File: src/rtl/apb_uart_bridge.sv
// APB3 slave register front-end for the FIFO-buffered UART core.
// Turns bus accesses into single-cycle FIFO push/pop strobes and exposes
// status, interrupt masking and a saturating TX-drop counter.
// Every transfer takes exactly one wait state (IDLE -> SETUP -> ACCESS).
// Optional feature: define APB_UART_BRIDGE_PSLVERR_EN to report pslverr on
// DATA writes while TX is full, DATA reads while RX is empty, and STATUS writes.
module apb_uart_bridge #(
  parameter int DATA_W = 16,
  parameter int ADDR_W = 4,
  parameter int DROP_W = 8
) (
  input  logic              clk,
  input  logic              rst,
  input  logic              psel,
  input  logic              penable,
  input  logic              pwrite,
  input  logic [ADDR_W-1:0] paddr,
  input  logic [DATA_W-1:0] pwdata,
  output logic [DATA_W-1:0] prdata,
  output logic              pready,
  output logic              pslverr,
  output logic              irq_out,
  output logic [7:0]        tx_byte,
  output logic              transmit,
  output logic              rx_fifo_pop,
  input  logic [7:0]        rx_byte,
  input  logic              tx_fifo_full,
  input  logic              rx_fifo_empty,
  input  logic              busy,
  input  logic              irq_in
);

  typedef enum logic [1:0] {IDLE, SETUP, ACCESS} state_t;

  localparam logic [1:0] REG_DATA   = 2'd0;
  localparam logic [1:0] REG_STATUS = 2'd1;
  localparam logic [1:0] REG_CTRL   = 2'd2;
  localparam logic [1:0] REG_IRQ    = 2'd3;

  state_t              state, next_state;
  logic [1:0]          reg_sel;
  logic                do_access;
  logic                tx_push, rx_pop, drop_inc, drop_clr, ctrl_wr;
  logic                irq_clr, irq_rise, err_cond;
  logic                irq_en, irq_pend, irq_in_d;
  logic [DROP_W-1:0]   drop_cnt;
  logic [DATA_W-1:0]   rd_mux;
  logic                unused_bits;

  assign reg_sel     = paddr[3:2];
  assign unused_bits = ^{paddr[1:0], pwdata[DATA_W-1:8]};

  // State register.
  always_ff @(posedge clk) begin
    // NOTE: sequential state uses non-blocking assignments so every flop
    // samples pre-edge values regardless of statement order.
    if (rst) state <= IDLE;
    else     state <= next_state;
  end

  // Next-state logic: one SETUP cycle, one ACCESS cycle, abort if psel drops.
  always_comb begin
    // NOTE: default first so no path leaves next_state unassigned (no latch).
    next_state = state;
    case (state)
      IDLE:    if (psel && !penable) next_state = SETUP;
      SETUP: begin
        if (!psel)                next_state = IDLE;
        else if (penable)         next_state = ACCESS;
      end
      ACCESS:                     next_state = IDLE;
      default:                    next_state = IDLE;
    endcase
  end

  // Access decode: all side effects are taken on the SETUP -> ACCESS edge.
  always_comb begin
    do_access = (state == SETUP) && psel && penable;
    tx_push   = do_access &&  pwrite && (reg_sel == REG_DATA) && !tx_fifo_full;
    drop_inc  = do_access &&  pwrite && (reg_sel == REG_DATA) &&  tx_fifo_full;
    rx_pop    = do_access && !pwrite && (reg_sel == REG_DATA) && !rx_fifo_empty;
    ctrl_wr   = do_access &&  pwrite && (reg_sel == REG_CTRL);
    drop_clr  = ctrl_wr && pwdata[1];
    irq_clr   = do_access &&  pwrite && (reg_sel == REG_IRQ) && pwdata[0];
    irq_rise  = irq_in && !irq_in_d;
`ifdef APB_UART_BRIDGE_PSLVERR_EN
    err_cond  = do_access && (
                  ( pwrite && (reg_sel == REG_DATA) && tx_fifo_full)  ||
                  (!pwrite && (reg_sel == REG_DATA) && rx_fifo_empty) ||
                  ( pwrite && (reg_sel == REG_STATUS)));
`else
    err_cond  = 1'b0;
`endif
  end

  // Read mux; unused bits read as zero.
  always_comb begin
    rd_mux = '0;
    case (reg_sel)
      REG_DATA:   if (!rx_fifo_empty) rd_mux[7:0] = rx_byte;
      REG_STATUS: begin
        rd_mux[0]          = rx_fifo_empty;
        rd_mux[1]          = tx_fifo_full;
        rd_mux[2]          = busy;
        rd_mux[3]          = irq_pend;
        rd_mux[8 +: DROP_W] = drop_cnt;
      end
      REG_CTRL:   rd_mux[0] = irq_en;
      REG_IRQ:    rd_mux[0] = irq_pend;
      default:    rd_mux = '0;
    endcase
  end

  // Bus response and FIFO strobes, registered so they live only in ACCESS.
  always_ff @(posedge clk) begin
    if (rst) begin
      pready      <= 1'b0;
      prdata      <= '0;
      pslverr     <= 1'b0;
      transmit    <= 1'b0;
      rx_fifo_pop <= 1'b0;
      tx_byte     <= '0;
    end else begin
      pready      <= do_access;
      prdata      <= (do_access && !pwrite) ? rd_mux : '0;
      pslverr     <= err_cond;
      transmit    <= tx_push;
      rx_fifo_pop <= rx_pop;
      if (tx_push) tx_byte <= pwdata[7:0];
    end
  end

  // Control, drop counter and interrupt pending/masking.
  always_ff @(posedge clk) begin
    if (rst) begin
      irq_en   <= 1'b0;
      drop_cnt <= '0;
      irq_pend <= 1'b0;
      irq_in_d <= 1'b0;
      irq_out  <= 1'b0;
    end else begin
      irq_in_d <= irq_in;
      irq_out  <= irq_pend && irq_en;
      if (ctrl_wr) irq_en <= pwdata[0];
      // Clear beats a simultaneous increment; counter saturates at all-ones.
      if (drop_clr)                         drop_cnt <= '0;
      else if (drop_inc && drop_cnt != '1)  drop_cnt <= drop_cnt + 1'b1;
      // A new edge beats a simultaneous write-1-to-clear.
      if (irq_rise)     irq_pend <= 1'b1;
      else if (irq_clr) irq_pend <= 1'b0;
    end
  end

endmodule

File: config.mk
export PLATFORM = sky130hd
export DESIGN_NAME = apb_uart_bridge
export DESIGN_NICKNAME = d
export VERILOG_FILES = /design/src/rtl/apb_uart_bridge.sv
export SDC_FILE = /design/constraint.sdc
export NUM_CORES = 1
export LEC_CHECK = 0
export BUFFER_PORTS_ARGS = -buffer_cell sky130_fd_sc_hd__buf_4
export CORE_UTILIZATION = 28
export DETAILED_ROUTE_END_ITERATION = 8
export GPL_TIMING_DRIVEN = 0
export HOLD_SLACK_MARGIN = 0.12
export PLACE_DENSITY = 0.63
export REMOVE_ABC_BUFFERS = 1
export SKIP_CTS_REPAIR_TIMING = 1
export SLEW_MARGIN = 20
export SYNTH_ARGS = -nofsm -noshare
export SYNTH_HDL_FRONTEND = slang
export SYNTH_SLANG_ARGS = --single-unit
File: constraint.sdc
create_clock -name clk -period 2.2 [get_ports clk]
set_clock_uncertainty 0.1 [all_clocks]
set_input_delay 0.11 -clock clk [delete_from_list [all_inputs] [get_ports clk]]
set_output_delay 0.11 -clock clk [all_outputs]
set_load 0.005 [all_outputs]
After elaboration in Yosys (flattened, before gate mapping)
Index checks and enable logic that the tools add are counted.

Bits of input ports: 37. Logic and storage cells: 63. Register bits after elaboration: 41.

Reduce and logical (&&, ||, !) cells: 30. Mux-type cells: 9. Bitwise operators: 3. Add/sub/neg operators: 1. Equality and inequality tests: 7.

Operators with widths (count): $logic_and A1 B1 Y1 (17); $add A8 B1 Y8 const B (1); $ne A8 B8 Y1 const B (1); $mux W2 (3); $pmux W3 S2 (1); $logic_not A1 Y1 (5); $eq A2 B1 Y1 const B (2); $eq A2 B2 Y1 const B (2); $logic_not A2 Y1 (2); $mux W4 (1); $pmux W1 S4 (1); $pmux W2 S2 (1); $reduce_or A2 Y1 (2); $reduce_or A4 Y1 (1); $ne A3 B3 Y1 const B (1); $not A1 Y1 (3); $reduce_or A3 Y1 (1); $mux W1 (2); $ne A2 B2 Y1 const B (1); $reduce_and A2 Y1 (1); $reduce_bool A2 Y1 (1).

Depth between registers and ports, before layout
Gate-level depths: netlist of the first run.

Depth after elaboration: 8. Gate-level depth with buffers: 5. Gate-level depth less buffers: 5.

Worst setup path before layout of the first run
OpenSTA, ideal clock, no wires.

Kind: reg2reg. Start: register drop_cnt[0]. End: register drop_cnt[5]. Arrival time: 1.661 ns. Period minus slack after synthesis: 1.831 ns. Path buffers: 0. Cell stages (with the launch flop): 6. Data required time: 2.030 ns. Slack: 0.369 ns. Setup time: 0.070 ns. Cells stage by stage: dfxtp_1 ha_1 and3_1 a211o_1 or4_1 a21oi_1.

Cells in the longest elaborated chain, start to end: 2.

Ends and longest elaborated chain: from (decl) (RTL line 46) `logic [DROP_W-1:0] drop_cnt;`; from (signal assigned) (RTL line 147) `else if (drop_inc && drop_cnt != '1) drop_cnt <= drop_cnt + 1'b1;`; branches (longest 2 deep; another with $add A8 B1 Y8).

Parallel ways; which one is timed is not known. A chain may end at the register's enable or synchronous reset.

Worst setup path in the final report of the first run
Start: input penable. End: register prdata[3].

Cells in the longest elaborated chain, start to end: 4.

Ends and longest elaborated chain: from (decl) (RTL line 15) `input logic penable,`; $logic_and A1 B1 Y1 (RTL line 78) `do_access = (state == SETUP) && psel && penable;`; $logic_and A1 B1 Y1 (RTL line 125) `prdata <= (do_access && !pwrite) ? rd_mux : '0;`; $not A1 Y1 (no source line); $reduce_or A2 Y1 (no source line); to (signal assigned) (RTL line 125); to (decl) (RTL line 19) `output logic [DATA_W-1:0] prdata,`.

Every way passes these cells.

==> flow_summary.json, run 1 <==
{
  "crit_type": "in -> reg",
  "synth-seq-area-share_pct": 54.6,
  "dpl.cell_count": 266,
  "p_per_area_nw_per_um2": 586,
  "cts-root-buf": "clkbuf_8",
  "htreeDepth": 2,
  "p_leak_uw": 0.00105,
  "final_cell_mix": "57 x buf_4, 41 x dfxtp_1, 28 x dlygate4sd3_1",
  "synth_mux_area_share_pct": 7.32,
  "overflow": 0,
  "crit_arrival_ns": 2.15,
  "status": "finished clean",
  "final_common_cell": "buf_4",
  "synth_xor_area_share_pct": 1.16,
  "ir_drop_mv": 0.191,
  "antenna_found_initial": 0,
  "cts_buffers": 5,
  "die-area_sq_um": 5670,
  "ys_types": 37,
  "cts_tree": "built",
  "final_core_util_pct": 46.2,
  "finalMaxSlewViolations": 0,
  "async_flop_share_pct": 0,
  "setup_viol": 0,
  "place.gp.congestion": 0.758,
  "diodes": 0,
  "areaGrowthSynthToFinish_pct": 58.0,
  "clk_pin_slew_ns": 0.08,
  "drv_cap": 0,
  "period_share_pct": 91.6,
  "setup_ws_ns": 0.185,
  "nFillCells": 494,
  "clock-sinks": 41,
  "synth_compound_area_share_pct": 8.15,
  "detail_route.first_pass.iterations": 4,
  "timing.slew.headroom_pct": 63.0,
  "grt_pass1_vias": 1058,
  "worstMarginPinSlew_ns": 0.541,
  "synth_flop_cell": "dfxtp_1",
  "viasPerCell": 4.39,
  "grt_max_degree": 20,
  "synth-seq-cells": 41,
  "cp-start-kind": "input pin",
  "yosys_warnings": 0,
  "critPathMaxFanout": 9,
  "worst_setup_path_end_kind": "flip-flop",
  "rows": 26,
  "wl_mm": 3.58,
  "rsz0062_at_grt": "no",
  "fin_nets": 272,
  "synth_simple_gate_area_share_pct": 25.3,
  "io_buffers": 54,
  "die_h_um": 75.3,
  "fmax_ghz": 0.496,
  "stdcell_count": 305,
  "finalSetupTns_ns": 0,
  "grt_pass1_wl_mm": 4.96,
  "synth_fa_ha_area_share_pct": 0.832,
  "drive_gt1_share_pct": 29.4,
  "ff2ff_setup_slack_ns": 0.25,
  "grt_use_total_pct": 11.8,
  "synth-edff-count": 0,
  "cts_buffer_depth": 2,
  "pin_count": 66,
  "post_drt_wl_per_cell_um": 11.7,
  "synth_top_family_by_area": "simple AND/OR/NAND/NOR gates",
  "drc": 0,
  "synthCells": 148,
  "vias": 1339,
  "hold_class": "in -> reg",
  "syn-cell-area_sq_um": 1500,
  "antenna_left": 0,
  "place_hpwl_mm": 2.25,
  "required_ns": 2.33,
  "hold_violations": 0,
  "start_util_pct": 29.3,
  "fin_crit_ns": 2.02,
  "first_iter_violations": 62,
  "die_x_um": 75.3,
  "syn_avg_cell_area_sq_um": 10.2,
  "clock_latency_ns": 0.29,
  "place_ws_ns": 0.00394,
  "core_sq_um": 5140
}
[where the power goes]
part | switching [uW] | total [uW] | internal [uW] | leakage [uW]
logic | 39.7 | 113 | 73.6 | 0.000665
registers | 2.20 | 748 | 745 | 0.000331
clock network | 248 | 531 | 283 | 0.0000542
total | 290 | 1390 | 1100 | 0.00105
[through the flow]
step | total power (uW) | hold WS, ns | instance area [sq um]
floorplan | 784 | 0.0791 | 1480
global placement | 837 | 0.188 | 1970
detailed placement | 838 | 0.195 | 1970
CTS | 1370 | -0.117 | 2070
global route | 1450 | 0.156 | 2380
finish | 1390 | 0.147 | 2380
[sequential cells by signal, indices dropped and copies added (netlist names)]
signal,flops
prdata,16
irq_en,1
drop_cnt,8
state,2
transmit,1
irq_in_d,1
irq_pend,1
pready,1
rx_fifo_pop,1
irq_out,1
tx_byte,8
[final cells by class]
type	count	area (sq um)	area share [%]
multi-input combinational	99	651	27.4
tap	70	87.6	3.69
clock buffer	7	96.3	4.05
inverter	2	7.51	0.316
sequential	41	821	34.5
clock inverter	1	5.00	0.211
timing repair buffer	85	708	29.8
[path summary, 6_finish.rpt]
kind                             startpoint          end  depth (start not counted)
worst max register to register  drop_cnt[0]  drop_cnt[5]                          5
worst min register to register       irq_en      irq_out                          2
worst max-delay path                penable    prdata[3]                          7
worst min-delay path                   psel     state[1]                          4
[worst max-delay path, cell delays in order]
cell,delay (ns)
dlygate4sd3_1,0.53
buf_4,0.11
nand4b_1,0.08
buf_4,0.18
or4_4,0.45
nor2_1,0.13
dlygate4sd3_1,0.56
[kinds of logic (layout without fill, tap and decap cells)]
| logic type | after synthesis | count (layout) |
|---|---|---|
| XOR/XNOR | 2 | 2 |
| adder cells (fa/ha/maj) | 1 | 1 |
| other | 1 | 1 |
| multiplexers | 11 | 11 |
| AO/OA/AOI/OAI | 18 | 18 |
| AND/OR/NAND/NOR | 66 | 66 |
| buffers and inverters | 8 | 95 |
| flip-flops | 41 | 41 |
[synth_stat cells (all sizes together), types with 3 or more instances]
cell	n	area [sq um]
dfxtp	41	821
nor2	23	86.3
and2	13	81.3
mux2i	11	110
nand2	5	18.8
a211oi	4	30.0
a21oi	4	20.0
buf	4	21.3
nand3	4	20.0
a22oi	3	22.5
nor4	3	25.0
or3	3	18.8
or4	3	26.3
[per-layer routing]
metal  up-vias  share of wire (%)  routed length, um  track usage [%]
met5         -                  0                  0                0
met4         0                1.7                 61             4.94
met3         7                4.9                177             4.50
met2        30                 51               1810             20.4
met1       620                 43               1530             13.0
li1        682                  -                  -                -
Note: power is estimated with default switching activity, not from simulation.
==> run 2: changes to the inputs <==
- CAP_MARGIN: default -> 20
- clock period: 2.2 -> 2.3 ns (I/O delays scaled with it)
==> run 2 against run 1 <==
  * Count of clock-buffer cells in the layout unchanged
  * Sequential power down 4.4%
  * Routed wire length down 3.4%
  * Critical path depth down 3
  * Final cell count down 1.6%
  * Sequential share of layout area up 0.63 points
  * Worst hold slack worse by 0.061 ns
  * Via count down 2.2%
==> flow_summary.json, run 2 (synthesis results as in run 1) <==
{
  "fmax_ghz": 0.481,
  "p_total_uw": 1320,
  "power.switching_uw": 270,
  "multi_input_area_sq_um": 651,
  "clock-sinks": 41,
  "cp-start-kind": "flip-flop",
  "cts_buffer_depth": 2,
  "clockPowerShare_pct": 37.9,
  "grt_use_total_pct": 11.8,
  "pwr-share-seq_pct": 54.0,
  "switching_share_pct": 20.4,
  "rows": 26,
  "overflow": 0,
  "first_iter_violations": 49,
  "finalMaxSlewViolations": 0,
  "crit_type": "reg -> reg",
  "final_cell_mix": "54 x buf_4, 41 x dfxtp_1, 26 x dlygate4sd3_1",
  "largest_reg_flops": 16,
  "intPower_uw": 1050,
  "setup_viol": 0,
  "htreeDepth": 2,
  "antenna_left": 0,
  "rsz0062_at_grt": "no",
  "clock_latency_ns": 0.29,
  "grt_pass1_wl_mm": 4.96,
  "place.gp.congestion": 0.758,
  "register_area_sq_um": 821,
  "clk_pin_slew_ns": 0.07,
  "status": "finished clean",
  "placed_cell_area_sq_um": 1970,
  "period_share_pct": 90.5,
  "hold_class": "in -> reg",
  "largest_registers": "prdata x16, drop_cnt x8, tx_byte x8",
  "die_h_um": 75.3,
  "cpPeakStageDelay_ns": 0.60,
  "post_drt_wl_per_cell_um": 11.5,
  "cts-root-buf": "clkbuf_8",
  "power.share.combinational_pct": 8.0,
  "p_per_area_nw_per_um2": 567,
  "timing.slew.headroom_pct": 63.1,
  "die-area_sq_um": 5670,
  "grt_max_degree": 20,
  "io_buffers": 54,
  "fin_nets": 267,
  "pin_count": 66,
  "viasPerCell": 4.36,
  "detail_route.first_pass.iterations": 3,
  "cts_tree": "built",
  "cts_buffers": 5,
  "start_util_pct": 29.3,
  "worst_path_max_delay_cell": "or4_4",
  "final_area_sq_um": 2330,
  "nFillCells": 495,
  "crit_arrival_ns": 2.21,
  "whs_ns": 0.0857,
  "wl_mm": 3.46,
  "place_hpwl_mm": 2.25,
  "critPathMaxFanout": 12,
  "worst_setup_path_end_kind": "flip-flop",
  "die_x_um": 75.3,
  "p_leak_uw": 0.00102,
  "diodes": 0,
  "required_ns": 2.43,
  "fin_crit_ns": 2.08,
  "worstPathCellList": "nand4b_1, or4_4, nor2_1, and2_1",
  "vias": 1309,
  "finalSetupTns_ns": 0,
  "core_sq_um": 5140,
  "grt_pass1_vias": 1058,
  "worstMarginPinSlew_ns": 0.540,
  "regMostFlops": "prdata",
  "antenna_found_initial": 0,
  "hold_violations": 0,
  "drive_gt1_share_pct": 28.7,
  "final_common_cell": "buf_4",
  "drc": 0,
  "drv_cap": 0,
  "areaGrowthSynthToFinish_pct": 55.2,
  "ir_drop_mv": 0.192
}
## run 2: cell types whose count changed in the layout (fill, tap and decap cells not counted)
cell	change
buf_4	-3
dlygate4sd3_1	-2
## run 2: layout make-up
type | count | area share (%)
Inverter | 2 | 0.322
Clock inverter | 1 | 0.214
Tap cell | 70 | 3.75
Clock buffer | 7 | 4.13
Multi-Input combinational cell | 99 | 27.9
Sequential cell | 41 | 35.2
Timing Repair Buffer | 80 | 28.5
## run 2: layer usage
metal  track usage (%)  part of all wire, %  up-vias
met2              20.4                   50       32
met4              4.94                  1.6        0
met1              13.0                   42      598
met5                 0                    0        -
met3              4.50                  5.6        6
li1                  -                    -      673
## run 2: critical path: cells and delay by family (launching register included)
| kind | cells | cell delay [ns] |
|---|---|---|
| flip-flops | 1 | 0.31 |
| AND/OR/NAND/NOR | 4 | 1.61 |
## run 2: power groups by stage
stage	clock network (uW)	registers [uW]	logic, uW
global placement	0	732	68.5
global route	554	715	115
detailed placement	0	732	69.7
CTS	522	715	69.9
finish	502	715	106
floorplan	0	731	18.9
## run 2: path summary, 6_finish.rpt
kind,startpoint,depth (start not counted),end,slack (ns)
hold / removal,rx_byte[0],3,prdata[0],0.09
setup / recovery,state[1],4,prdata[10],0.22
setup reg to reg,state[1],4,prdata[10],0.22
hold reg to reg,irq_en,2,irq_out,0.37
## run 2: per-stage QoR
step                util (%)  std cells  worst slack, ns
global route            45.4        300          0.00903
floorplan                  -        142            0.443
global placement        38.3        266            0.137
detailed placement      38.3        266            0.104
finish                  45.4        300            0.219
CTS                     40.3        274            0.104
==> run 3: changes to the inputs <==
- PLACE_DENSITY: 0.63 -> default
==> run 3 against run 2 <==
  * Clock power up 4.0%
  * Critical endpoint is now prdata[1]
  * Sequential share of layout area fell by 0.97 points
  * Largest power group unchanged
  * Cell area is 2.8% higher
  * Core utilization rose by 1.3 points
  * Maximum frequency shrank 6.5%
  * Largest cell class unchanged
  * Count of clock-buffer cells in the layout did not move
  * Combinational power about the same
==> flow_summary.json, run 3 (synthesis results as in run 1) <==
{
  "status": "finished clean",
  "grt_use_total_pct": 11.7,
  "setup_ws_ns": 0.0741,
  "timing.rr.end": "drop_cnt[5]",
  "cpPeakStageDelay_ns": 0.59,
  "pwr-share-seq_pct": 53.1,
  "place.gp.congestion": 0.819,
  "regMostFlops": "prdata",
  "p_total_uw": 1350,
  "p_leak_uw": 0.00107,
  "antenna_left": 0,
  "crit_type": "in -> reg",
  "first_iter_violations": 40,
  "post_drt_wl_per_cell_um": 11.1,
  "worstPathBufferInverterCount": 4,
  "p_per_area_nw_per_um2": 561,
  "drv_cap": 0,
  "detail_route.first_pass.iterations": 4,
  "diodes": 0,
  "cts_tree": "built",
  "vias": 1367,
  "worstMarginPinSlew_ns": 0.482,
  "largest_registers": "prdata x16, drop_cnt x8, tx_byte x8",
  "place_ws_ns": 0.100,
  "die-area_sq_um": 5670,
  "start_util_pct": 29.3,
  "power.share.combinational_pct": 8.1,
  "overflow": 0,
  "finalSetupTns_ns": 0,
  "cp.depth": 7,
  "final_common_cell": "buf_4",
  "path_common_cell": "dlygate4sd3_1",
  "drive_gt1_share_pct": 29.1,
  "clock-sinks": 41,
  "die_x_um": 75.3,
  "ir_drop_mv": 0.421,
  "clockPowerShare_pct": 38.8,
  "r2r_start": "drop_cnt[0]",
  "fmax_ghz": 0.449,
  "critPathMaxFanout": 4,
  "fin_crit_ns": 2.23,
  "place_hpwl_mm": 2.15,
  "rr_worst_depth": 5,
  "critPathTopFamily": "buffers and inverters",
  "io_buffers": 54,
  "multi_input_area_sq_um": 651,
  "die_h_um": 75.3,
  "placed_cell_area_sq_um": 1970,
  "areaGrowthSynthToFinish_pct": 59.6,
  "setup_viol": 0,
  "final_cell_mix": "57 x buf_4, 41 x dfxtp_1, 30 x dlygate4sd3_1",
  "clock_latency_ns": 0.28,
  "antenna_found_initial": 0,
  "hold_class": "in -> reg",
  "cts_buffer_depth": 2,
  "cp-start-kind": "input pin",
  "required_ns": 2.43,
  "fin_nets": 274,
  "period_share_pct": 96.8,
  "worstPathCellList": "dlygate4sd3_1, buf_4, nor2_1, a22oi_1, dlygate4sd3_1, nor2_1, dlygate4sd3_1",
  "viasPerCell": 4.45,
  "htreeDepth": 2,
  "switching_share_pct": 21.3,
  "register_area_sq_um": 821,
  "intPower_uw": 1060,
  "pin_count": 66,
  "cp-endpoint": "prdata[1]",
  "cts_buffers": 5,
  "grt_pass1_wl_mm": 5.02,
  "crit_arrival_ns": 2.36,
  "rows": 26,
  "drc": 0,
  "nFillCells": 498,
  "whs_ns": 0.174,
  "clk_pin_slew_ns": 0.08,
  "timing.slew.headroom_pct": 67.0,
  "cts-root-buf": "clkbuf_8",
  "grt_pass1_vias": 1140,
  "power.switching_uw": 286,
  "ff2ff_setup_slack_ns": 0.34,
  "grt_max_degree": 20,
  "largest_reg_flops": 16,
  "startpoint": "rx_fifo_empty",
  "final_area_sq_um": 2400,
  "hold_violations": 0,
  "worst_setup_path_end_kind": "flip-flop",
  "core_sq_um": 5140,
  "finalMaxSlewViolations": 0,
  "wl_mm": 3.41,
  "worst_path_max_delay_cell": "dlygate4sd3_1"
}
[run 3: per-layer routing]
layer / vias to the layer above / track usage, % / wire length [um]
met3: 6 / 3.44 / 134
met1: 638 / 14.4 / 1510
met4: 0 / 4.32 / 77
li1: 686 / - / -
met2: 37 / 19.3 / 1690
met5: - / 0 / 0
[run 3: worst min-delay path by stage]
stage	startpoint	end	slack (ns)	depth (start not counted)
2_1_floorplan	rst	irq_pend	0.08	1
3_5_place_dp	penable	state[0]	0.19	2
5_1_grt	psel	state[1]	0.19	4
3_3_place_gp	penable	state[0]	0.19	2
6_report	paddr[2]	irq_pend	0.17	4
4_1_cts	penable	state[0]	-0.11	2
[run 3: power groups by stage]
stage          registers, uW  logic (uW)  clock network (uW)
2_1_floorplan            731        18.9                   0
3_3_place_gp             732        69.0                   0
3_5_place_dp             732        69.3                   0
4_1_cts                  715        69.6                 537
5_1_grt                  716         119                 576
6_report                 715         109                 522
[run 3: layout make-up]
cell class / count / area share [%]
clock buffer: 7 / 4.01
sequential: 41 / 34.2
tap: 70 / 3.65
multi-input combinational: 99 / 27.1
clock inverter: 1 / 0.365
inverter: 2 / 0.313
timing repair buffer: 87 / 30.3
[run 3: worst register-to-register path: cells and delay by family, from the launching register on]
family,cells,cell delay (ns)
and+or+nand+nor,2,0.70
DFF,1,0.35
AOI/OAI and AO/OA,2,0.50
adders and majority gates,1,0.25
[run 3: through the flow]
step	util, %	std cells
detailed placement	38.3	266
CTS	40.3	274
global route	46.7	307
finish	46.7	307
floorplan	-	142
global placement	38.3	266
